File: src/rtl/spi_sram_master_if.sv
// Host request/response port and serial frame pins of the SPI SRAM initiator.
// The master modport is the initiator's view; slave is the host/responder side.
interface spi_sram_master_if #(
    parameter int ADDR_W = 8,
    parameter int DATA_W = 8
);
    logic              req_valid;
    logic              req_ready;
    logic              req_write;
    logic [ADDR_W-1:0] req_addr;
    logic [DATA_W-1:0] req_wdata;
    logic              done;
    logic [DATA_W-1:0] rsp_rdata;
    logic              busy;
    logic              ss_n;
    logic              sdoM;
    logic              sdoS;
    logic              comload;
    logic              addrload;
    logic              dataload;

    modport master (
        input  req_valid, req_write, req_addr, req_wdata, sdoS,
        output req_ready, done, rsp_rdata, busy, ss_n, sdoM,
               comload, addrload, dataload
    );

    modport slave (
        output req_valid, req_write, req_addr, req_wdata, sdoS,
        input  req_ready, done, rsp_rdata, busy, ss_n, sdoM,
               comload, addrload, dataload
    );
endinterface

File: src/rtl/spi_sram_master.sv
// SPI SRAM initiator: takes one read/write request at a time from the host
// and shifts it out as a framed command/address/data sequence, MSB first.
// Every serial output and strobe is a flop loaded on entry to the state that
// owns it, so the pins change only on clock edges.
module spi_sram_master #(
    parameter int ADDR_W   = 8,
    parameter int DATA_W   = 8,
    parameter int TURN_CYC = 2,
    parameter int GAP_CYC  = 1
) (
    input  logic              clock,
    input  logic              reset,
    spi_sram_master_if.master bus
);
    localparam int MAX_AD = (ADDR_W > DATA_W) ? ADDR_W : DATA_W;
    localparam int MAX_TG = (TURN_CYC > GAP_CYC) ? TURN_CYC : GAP_CYC;
    localparam int MAXV   = (MAX_AD > MAX_TG) ? MAX_AD : MAX_TG;
    // Counter holds "cycles left minus one" for the current field.
    localparam int CNT_W  = (MAXV > 1) ? $clog2(MAXV) : 1;

    localparam logic [CNT_W-1:0] ADDR_LD = CNT_W'(ADDR_W - 1);
    localparam logic [CNT_W-1:0] DATA_LD = CNT_W'(DATA_W - 1);
    localparam logic [CNT_W-1:0] TURN_LD = CNT_W'((TURN_CYC > 0) ? TURN_CYC - 1 : 0);
    localparam logic [CNT_W-1:0] GAP_LD  = CNT_W'((GAP_CYC > 0) ? GAP_CYC - 1 : 0);

    typedef enum logic [2:0] {
        S_IDLE, S_CMD, S_ADDR, S_WDATA, S_TURN, S_RDATA, S_GAP
    } state_t;

    state_t            r_state;
    logic [CNT_W-1:0]  r_cnt;
    logic              r_write;
    logic [ADDR_W-1:0] r_addr;
    logic [DATA_W-1:0] r_wdata;
    logic [DATA_W-1:0] r_rx;
    logic [DATA_W-1:0] r_rdata;
    logic              r_ss_n;
    logic              r_sdo;
    logic              r_com;
    logic              r_addrld;
    logic              r_datald;
    logic              r_done;

    logic              w_last;
    logic              w_accept;

    assign w_last   = (r_cnt == '0);
    assign w_accept = bus.req_valid && (r_state == S_IDLE);

    assign bus.req_ready = (r_state == S_IDLE);
    assign bus.busy      = (r_state != S_IDLE);
    assign bus.done      = r_done;
    assign bus.rsp_rdata = r_rdata;
    assign bus.ss_n      = r_ss_n;
    assign bus.sdoM      = r_sdo;
    assign bus.comload   = r_com;
    assign bus.addrload  = r_addrld;
    assign bus.dataload  = r_datald;

    // Frame sequencer: state, field counter, shift registers and pin flops.
    always_ff @(posedge clock) begin
        if (reset) begin
            r_state  <= S_IDLE;
            r_cnt    <= '0;
            r_write  <= 1'b0;
            r_addr   <= '0;
            r_wdata  <= '0;
            r_rx     <= '0;
            r_rdata  <= '0;
            r_ss_n   <= 1'b1;
            r_sdo    <= 1'b0;
            r_com    <= 1'b0;
            r_addrld <= 1'b0;
            r_datald <= 1'b0;
            r_done   <= 1'b0;
        end else begin
            // done is a single-cycle pulse; only GAP entry raises it
            r_done <= 1'b0;
            case (r_state)
                S_IDLE: begin
                    if (w_accept) begin
                        r_write <= bus.req_write;
                        r_addr  <= bus.req_addr;
                        r_wdata <= bus.req_wdata;
                        r_state <= S_CMD;
                        r_ss_n  <= 1'b0;
                        r_sdo   <= bus.req_write;
                        r_com   <= 1'b1;
                    end
                end
                S_CMD: begin
                    r_state  <= S_ADDR;
                    r_com    <= 1'b0;
                    r_addrld <= 1'b1;
                    r_sdo    <= r_addr[ADDR_W-1];
                    r_addr   <= {r_addr[ADDR_W-2:0], 1'b0};
                    r_cnt    <= ADDR_LD;
                end
                S_ADDR: begin
                    if (!w_last) begin
                        r_cnt  <= r_cnt - CNT_W'(1);
                        r_sdo  <= r_addr[ADDR_W-1];
                        r_addr <= {r_addr[ADDR_W-2:0], 1'b0};
                    end else begin
                        r_addrld <= 1'b0;
                        if (r_write) begin
                            r_state  <= S_WDATA;
                            r_sdo    <= r_wdata[DATA_W-1];
                            r_wdata  <= {r_wdata[DATA_W-2:0], 1'b0};
                            r_datald <= 1'b1;
                            r_cnt    <= DATA_LD;
                        end else if (TURN_CYC > 0) begin
                            r_state <= S_TURN;
                            r_sdo   <= 1'b0;
                            r_cnt   <= TURN_LD;
                        end else begin
                            r_state  <= S_RDATA;
                            r_sdo    <= 1'b0;
                            r_datald <= 1'b1;
                            r_cnt    <= DATA_LD;
                        end
                    end
                end
                S_WDATA: begin
                    if (!w_last) begin
                        r_cnt   <= r_cnt - CNT_W'(1);
                        r_sdo   <= r_wdata[DATA_W-1];
                        r_wdata <= {r_wdata[DATA_W-2:0], 1'b0};
                    end else begin
                        r_state  <= S_GAP;
                        r_ss_n   <= 1'b1;
                        r_sdo    <= 1'b0;
                        r_datald <= 1'b0;
                        r_done   <= 1'b1;
                        r_cnt    <= GAP_LD;
                    end
                end
                S_TURN: begin
                    if (!w_last) begin
                        r_cnt <= r_cnt - CNT_W'(1);
                    end else begin
                        r_state  <= S_RDATA;
                        r_datald <= 1'b1;
                        r_cnt    <= DATA_LD;
                    end
                end
                S_RDATA: begin
                    // sdoS is valid for the whole RDATA cycle; take it at the closing edge
                    r_rx <= {r_rx[DATA_W-2:0], bus.sdoS};
                    if (!w_last) begin
                        r_cnt <= r_cnt - CNT_W'(1);
                    end else begin
                        r_rdata  <= {r_rx[DATA_W-2:0], bus.sdoS};
                        r_state  <= S_GAP;
                        r_ss_n   <= 1'b1;
                        r_datald <= 1'b0;
                        r_done   <= 1'b1;
                        r_cnt    <= GAP_LD;
                    end
                end
                S_GAP: begin
                    if (!w_last) begin
                        r_cnt <= r_cnt - CNT_W'(1);
                    end else begin
                        r_state <= S_IDLE;
                        r_cnt   <= '0;
                    end
                end
                default: begin
                    r_state <= S_IDLE;
                    r_ss_n  <= 1'b1;
                    r_sdo   <= 1'b0;
                end
            endcase
        end
    end
endmodule

File: src/flat_wrapper.sv
// flat-port wrapper written by rule: the top's interface ports become plain ports
module spi_sram_master_flat 
#(
    parameter int ADDR_W   = 8,
    parameter int DATA_W   = 8,
    parameter int TURN_CYC = 2,
    parameter int GAP_CYC  = 1
)
  (clock, reset, bus_req_valid, bus_req_write, bus_req_addr, bus_req_wdata, bus_sdoS, bus_req_ready, bus_done, bus_rsp_rdata, bus_busy, bus_ss_n, bus_sdoM, bus_comload, bus_addrload, bus_dataload);
  spi_sram_master_if #(.ADDR_W(ADDR_W), .DATA_W(DATA_W)) bus_i ();
  input  logic clock;
  input  logic reset;
  input wire logic [$bits(bus_i.req_valid)-1:0] bus_req_valid;
  input wire logic [$bits(bus_i.req_write)-1:0] bus_req_write;
  input wire logic [$bits(bus_i.req_addr)-1:0] bus_req_addr;
  input wire logic [$bits(bus_i.req_wdata)-1:0] bus_req_wdata;
  input wire logic [$bits(bus_i.sdoS)-1:0] bus_sdoS;
  output wire logic [$bits(bus_i.req_ready)-1:0] bus_req_ready;
  output wire logic [$bits(bus_i.done)-1:0] bus_done;
  output wire logic [$bits(bus_i.rsp_rdata)-1:0] bus_rsp_rdata;
  output wire logic [$bits(bus_i.busy)-1:0] bus_busy;
  output wire logic [$bits(bus_i.ss_n)-1:0] bus_ss_n;
  output wire logic [$bits(bus_i.sdoM)-1:0] bus_sdoM;
  output wire logic [$bits(bus_i.comload)-1:0] bus_comload;
  output wire logic [$bits(bus_i.addrload)-1:0] bus_addrload;
  output wire logic [$bits(bus_i.dataload)-1:0] bus_dataload;
  assign bus_i.req_valid = bus_req_valid;
  assign bus_i.req_write = bus_req_write;
  assign bus_i.req_addr = bus_req_addr;
  assign bus_i.req_wdata = bus_req_wdata;
  assign bus_i.sdoS = bus_sdoS;
  assign bus_req_ready = bus_i.req_ready;
  assign bus_done = bus_i.done;
  assign bus_rsp_rdata = bus_i.rsp_rdata;
  assign bus_busy = bus_i.busy;
  assign bus_ss_n = bus_i.ss_n;
  assign bus_sdoM = bus_i.sdoM;
  assign bus_comload = bus_i.comload;
  assign bus_addrload = bus_i.addrload;
  assign bus_dataload = bus_i.dataload;
  spi_sram_master #(.ADDR_W(ADDR_W), .DATA_W(DATA_W), .TURN_CYC(TURN_CYC), .GAP_CYC(GAP_CYC)) u_core (.clock(clock), .reset(reset), .bus(bus_i));
endmodule
File: config.mk
export PLATFORM = sky130hd
export DESIGN_NAME = spi_sram_master_flat
export DESIGN_NICKNAME = d
export VERILOG_FILES = /design/src/rtl/spi_sram_master_if.sv /design/src/rtl/spi_sram_master.sv /design/src/flat_wrapper.sv
export SDC_FILE = /design/constraint.sdc
export NUM_CORES = 1
export LEC_CHECK = 0
export CORE_MARGIN = 2
export CORE_UTILIZATION = 39
export CTS_BUF_LIST = sky130_fd_sc_hd__clkbuf_4 sky130_fd_sc_hd__clkbuf_8
export DETAILED_ROUTE_END_ITERATION = 7
export SLEW_MARGIN = 20
export SYNTH_ARGS = -nofsm -noshare
export SYNTH_HDL_FRONTEND = slang
export SYNTH_SLANG_ARGS = --single-unit
File: constraint.sdc
create_clock -name clock -period 4.2 [get_ports clock]
set_clock_uncertainty 0.15 [all_clocks]
set_input_delay 1.05 -clock clock [delete_from_list [all_inputs] [get_ports clock]]
set_output_delay 1.05 -clock clock [all_outputs]
set_load 0.05 [all_outputs]
Yosys cells after proc, flatten, opt, wreduce, memory -nomap -nowiden --
Index checks and enable logic that the tools add are counted.
Word-level totals: word-level logic and storage cells 92, flip-flop bits (word level) 44, output and inout port bits 16, bits of input ports 21
Operators by class: multiplexer cells 36, bitwise logic cells 3, add/subtract/negate cells 1, equal/unequal tests 14, reduce and logical (&&, ||, !) cells 25
Operator list (number):
- $mux W8 | 6
- $pmux W8 S3 | 2
- $mux W3 | 10
- $pmux W3 S6 | 1
- $reduce_and A5 Y1 | 3
- $ne A2 B1 Y1 const B | 6
- $pmux W3 S4 | 1
- $reduce_bool A3 Y1 | 4
- $mux W1 | 11
- $reduce_and A2 Y1 | 5
- $eq A3 B3 Y1 const B | 3
- $eq A3 B2 Y1 const B | 2
- $logic_not A3 Y1 | 2
- $pmux W1 S3 | 2
- $reduce_and A3 Y1 | 2
- $reduce_or A3 Y1 | 2
- $pmux W1 S5 | 1
- $ne A2 B2 Y1 const B | 2
- $pmux W1 S2 | 2
- $reduce_bool A2 Y1 | 2
- $reduce_bool A4 Y1 | 1
- $reduce_or A2 Y1 | 2
- $reduce_or A4 Y1 | 1
- $eq A3 B1 Y1 const B | 1
- other kinds (3) | 5

Logic depth before layout (Yosys ltp) --
depth after elaboration 4, depth in mapped cells 8, depth with buffers taken out 6

Least setup slack after synthesis --
No wires, ideal clock.
kind register -> output, start point register u_core.r_state[0], end point output bus_busy, stages on the path, launching flop included 4, arrival time 2.293 ns, slack 0.707 ns, buffers on the path 1, data required time 3.000 ns, cell sequence dfxtp_1 > buf_2 > nor3_1 > inv_1
Between the ends: word-level cells in the longest chain between the ends 1
RTL lines:
- start, declared | line spi_sram_master.sv:30 | state_t r_state;
- start signal, assigned | line spi_sram_master.sv:63 | r_state <= S_IDLE;
- start signal, assigned | line spi_sram_master.sv:85 | r_state <= S_CMD;
- start signal, assigned | line spi_sram_master.sv:92 | r_state <= S_ADDR;
- $reduce_bool A3 Y1 | line spi_sram_master.sv:51 | assign bus.busy = (r_state != S_IDLE);
- end, declared | line flat_wrapper.sv:21 | output wire logic [$bits(bus_i.busy)-1:0] bus_busy;
Every way passes these cells.

Worst setup path after layout --
start point register u_core.r_state[1], end point output bus_req_ready
Between the ends: word-level cells in the longest chain between the ends 1
RTL lines:
- $logic_not A3 Y1 | line spi_sram_master.sv:50 | assign bus.req_ready = (r_state == S_IDLE);
- end, declared | line flat_wrapper.sv:18 | output wire logic [$bits(bus_i.req_ready)-1:0] bus_req_ready;
Every way passes these cells.

==> results.sh <==
export IMPL_outcome="finished, final reports clean"
export IMPL_cp_required_ns=3.00
export IMPL_r2r_start="u_core.r_state[1]$_SDFFE_PP0P_"
export IMPL_cts_root_buf="clkbuf_8"
export IMPL_tns_ns=0
export IMPL_rows=27
export IMPL_final_area_mm2=0.00272
export IMPL_grt_ovfl_total=0
export IMPL_tightest_slew_ns=0.768
export IMPL_pre_cts_ws_ns=1.22
export IMPL_crit_slowest_cell="clkdlybuf4s50_1"
export IMPL_start_kind="flop"
export IMPL_finalHoldViolations=0
export IMPL_grt_pass1_vias=1664
export IMPL_antenna_left=0
export IMPL_dp_cells=346
export IMPL_dr_pass1_iters=4
export IMPL_core_area_mm2=0.00554
export IMPL_holdPathStages=2
export IMPL_area_growth_syn_to_layout_pct=21.4
export IMPL_ys_warn_count=0
export IMPL_rr_worst_depth=5
export IMPL_synthesis_nets=279
export IMPL_clkTransAtPathRegs_ns=0.08
export IMPL_antenna_cells=0
export IMPL_ys_seq_area_share_pct=39.3
export IMPL_crit_arrival_ns=1.80
export IMPL_wl_met3_um=159
export IMPL_crit_fanout=3
export IMPL_worst_slack_ns=1.20
export IMPL_finalSetupViolations=0
export IMPL_numCtsBuffers=5
export IMPL_grt_max_degree=45
export IMPL_drive_gt1_share_pct=9.93
export IMPL_hp_start="u_core.r_rx[6]$_SDFFE_PP0P_"
export IMPL_cts_resized=0
export IMPL_start_util_pct=40.4
export IMPL_whs_endpoint="u_core.bus.rsp_rdata[7]$_SDFFE_PP0P_"
export IMPL_num_vias=1906
export IMPL_synth_enable_flop_cells=0
export IMPL_hold_buffers=0
export IMPL_yosys_top_cells_area="dfxtp_1 (39%), mux2i_1 (9.8%), a21oi_1 (7.1%), o21ai_0 (4.0%), a211oi_2 (3.9%)"
export IMPL_synthCells=256
export IMPL_wl_per_cell_um=13.8
export IMPL_async_reset_ff_share_pct=0
export IMPL_max_stage_delay_ns=0.87
export IMPL_hp_class="flop to flop"
export IMPL_cts_htree_levels=2
export IMPL_rsz0062_at_grt="false"
export IMPL_yosysTopAreaCell="dfxtp_1"
export IMPL_fin_cells=354
export IMPL_crit_type="flop to output port"
export IMPL_synth_top_area_share_pct=39.3
export IMPL_p_leak_nw=0.980
export IMPL_r2r_end="u_core.bus.rsp_rdata[3]$_SDFFE_PP0P_"
export IMPL_post_cts_buffers=0
export IMPL_crit_chain="nor3_1, clkdlybuf4s50_1"
export IMPL_antenna_found_initial=0
export IMPL_critPathTopFamily="buffers and inverters"
export IMPL_slew_headroom_pct=48.6
export IMPL_synth_cell_type_count=48
export IMPL_ir_drop_mv=0.444
export IMPL_maxSlewViolCount=0
export IMPL_die_w_um=79.8
export IMPL_max_freq_ghz=0.333
export IMPL_met2_length_um=2070
export IMPL_placedInstanceArea_mm2=0.00261
export IMPL_clk_path_buf_depth=2
export IMPL_wl_met1_um=2580
export IMPL_clock_latency_ns=0.29
export IMPL_finalCritPeriodShare_pct=71.5
export IMPL_synth_seq_cells=44
export IMPL_cts_tree="built"
export IMPL_avgSynthCellArea_um2=8.75
export IMPL_gp_congestion=0.752
export IMPL_nFillCells=565
export IMPL_die_y_um=79.8
export IMPL_cp_end_kind="output port"
export IMPL_vias_per_cell=5.38
export IMPL_finalNetCount=304
export IMPL_path_buf_inv=1
export IMPL_wl_um=4870
export IMPL_fin_crit_ns=3.00
export IMPL_routed_top_layer="met4"
export IMPL_grt_pass1_wl_um=8050
export IMPL_ios=37
export IMPL_grtUsageTotal_pct=15.9
export IMPL_dp_final_hpwl_um=3170
export IMPL_die_area_mm2=0.00637
export IMPL_drcViolationCount=0
export IMPL_cap_viol_max_count=0
export IMPL_rrSetupSlack_ns=1.99
export IMPL_synthFlopType="dfxtp_1"
export IMPL_powerDensity_mw_per_mm2=698
export IMPL_clock_sinks=44
export IMPL_drtIter0Drc=165
export IMPL_synth_area_mm2=0.00224
export IMPL_portBuffers=36
==> power by group <==
group / switching, mW / internal [mW]
registers: 0.0682 / 0.528
logic: 0.605 / 0.372
clock network: 0.142 / 0.183
total: 0.816 / 1.08
==> state kept, by name (all words and copies together) (netlist names) <==
| signal | count |
|---|---|
| u_core.bus.ss_n | 1 |
| u_core.bus.addrload | 1 |
| u_core.r_addr | 8 |
| u_core.bus.comload | 1 |
| u_core.bus.sdoM | 1 |
| u_core.bus.done | 1 |
| u_core.r_wdata | 8 |
| u_core.r_rx | 7 |
| u_core.r_state | 3 |
| u_core.bus.rsp_rdata | 8 |
| u_core.bus.dataload | 1 |
| u_core.r_cnt | 3 |
| u_core.r_write | 1 |
==> worst min-delay path: stages (launching register included) <==
cell	delay, ns
dfxtp_1	0.32
nand2_1	0.05
a21oi_1	0.05
==> worst max-delay path by stage <==
| stage | endpoint | from | cells after the start | slack [ns] |
|---|---|---|---|---|
| after floorplan | bus_busy | u_core.r_state[0]$_SDFFE_PP0P_ | 3 | 0.71 |
| after global routing | bus_req_ready | u_core.r_state[1]$_SDFFE_PP0P_ | 2 | 1.10 |
| after detailed placement | u_core.r_addr[5]$_SDFFE_PP0P_ | bus_req_valid | 5 | 1.22 |
| final | bus_req_ready | u_core.r_state[1]$_SDFFE_PP0P_ | 2 | 1.20 |
| after CTS | bus_req_ready | u_core.r_state[1]$_SDFFE_PP0P_ | 2 | 1.16 |
| after global placement | u_core.r_addr[1]$_SDFFE_PP0P_ | bus_req_valid | 5 | 1.23 |
==> kinds of logic after synthesis <==
kind of cell / after synthesis / share of synthesized area (%)
AOI/OAI and AO/OA: 94 / 28.9
and+or+nand+nor: 64 / 14.3
DFF: 44 / 39.3
buffers and inverters: 29 / 6.14
muxes: 22 / 9.83
adders and majority gates: 2 / 1.12
xor gates and xnor gates: 1 / 0.391
==> cell usage after synthesis, types with 2 or more instances <==
| cell type | instances |
|---|---|
| nor3_1 | 5 |
| dfxtp_1 | 44 |
| inv_1 | 7 |
| nand3b_1 | 4 |
| buf_2 | 11 |
| mux2i_1 | 22 |
| a31oi_1 | 3 |
| ha_1 | 2 |
| o211ai_1 | 3 |
| a211oi_2 | 7 |
| nor2_2 | 2 |
| buf_4 | 2 |
| and2_1 | 2 |
| o21a_1 | 3 |
| nand2b_1 | 4 |
| clkbuf_1 | 8 |
| a21oi_1 | 32 |
| o21ai_0 | 18 |
| nand2_1 | 19 |
| nor2_1 | 19 |
| nand4_1 | 2 |
| a211oi_1 | 11 |
==> cell type report <==
cell class / instances / area [um2] / area share (%)
inverter: 7 / 26.3 / 0.966
tap: 72 / 90.1 / 3.31
multi-input combinational: 183 / 1220 / 44.9
clock inverter: 2 / 35.0 / 1.29
timing repair buffer: 40 / 390 / 14.3
clock buffer: 6 / 76.3 / 2.80
sequential: 44 / 881 / 32.4
==> per-stage QoR <==
stage,power (mW),utilization [%],hold WS (ns)
6_report,1.90,49.1,0.310
3_3_place_gp,1.58,47.1,0.293
5_1_grt,2.05,49.1,0.353
4_1_cts,1.92,49.1,0.320
3_5_place_dp,1.59,47.1,0.307
2_1_floorplan,1.40,-,0.278
==> per-layer routing <==
metal	track usage (%)	vias up
met3	3.51	5
met2	23.0	33
met1	23.6	893
met5	0	-
met4	4.58	0
li1	-	975
==> layout by cell type (no fill, tap or decap), types with 4 or more instances in the layout <==
cell type        count
nand2b_1             4
clkbuf_8             5
mux2i_1             22
nand2_1             19
nor3_1               5
a211oi_2             7
buf_4                4
nor2_1              19
nand3b_1             4
dfxtp_1             44
a21oi_1             32
a211oi_1            11
inv_1                7
clkdlybuf4s50_1     36
o21ai_0             18
No activity file was read; power rests on OpenSTA's default activity.
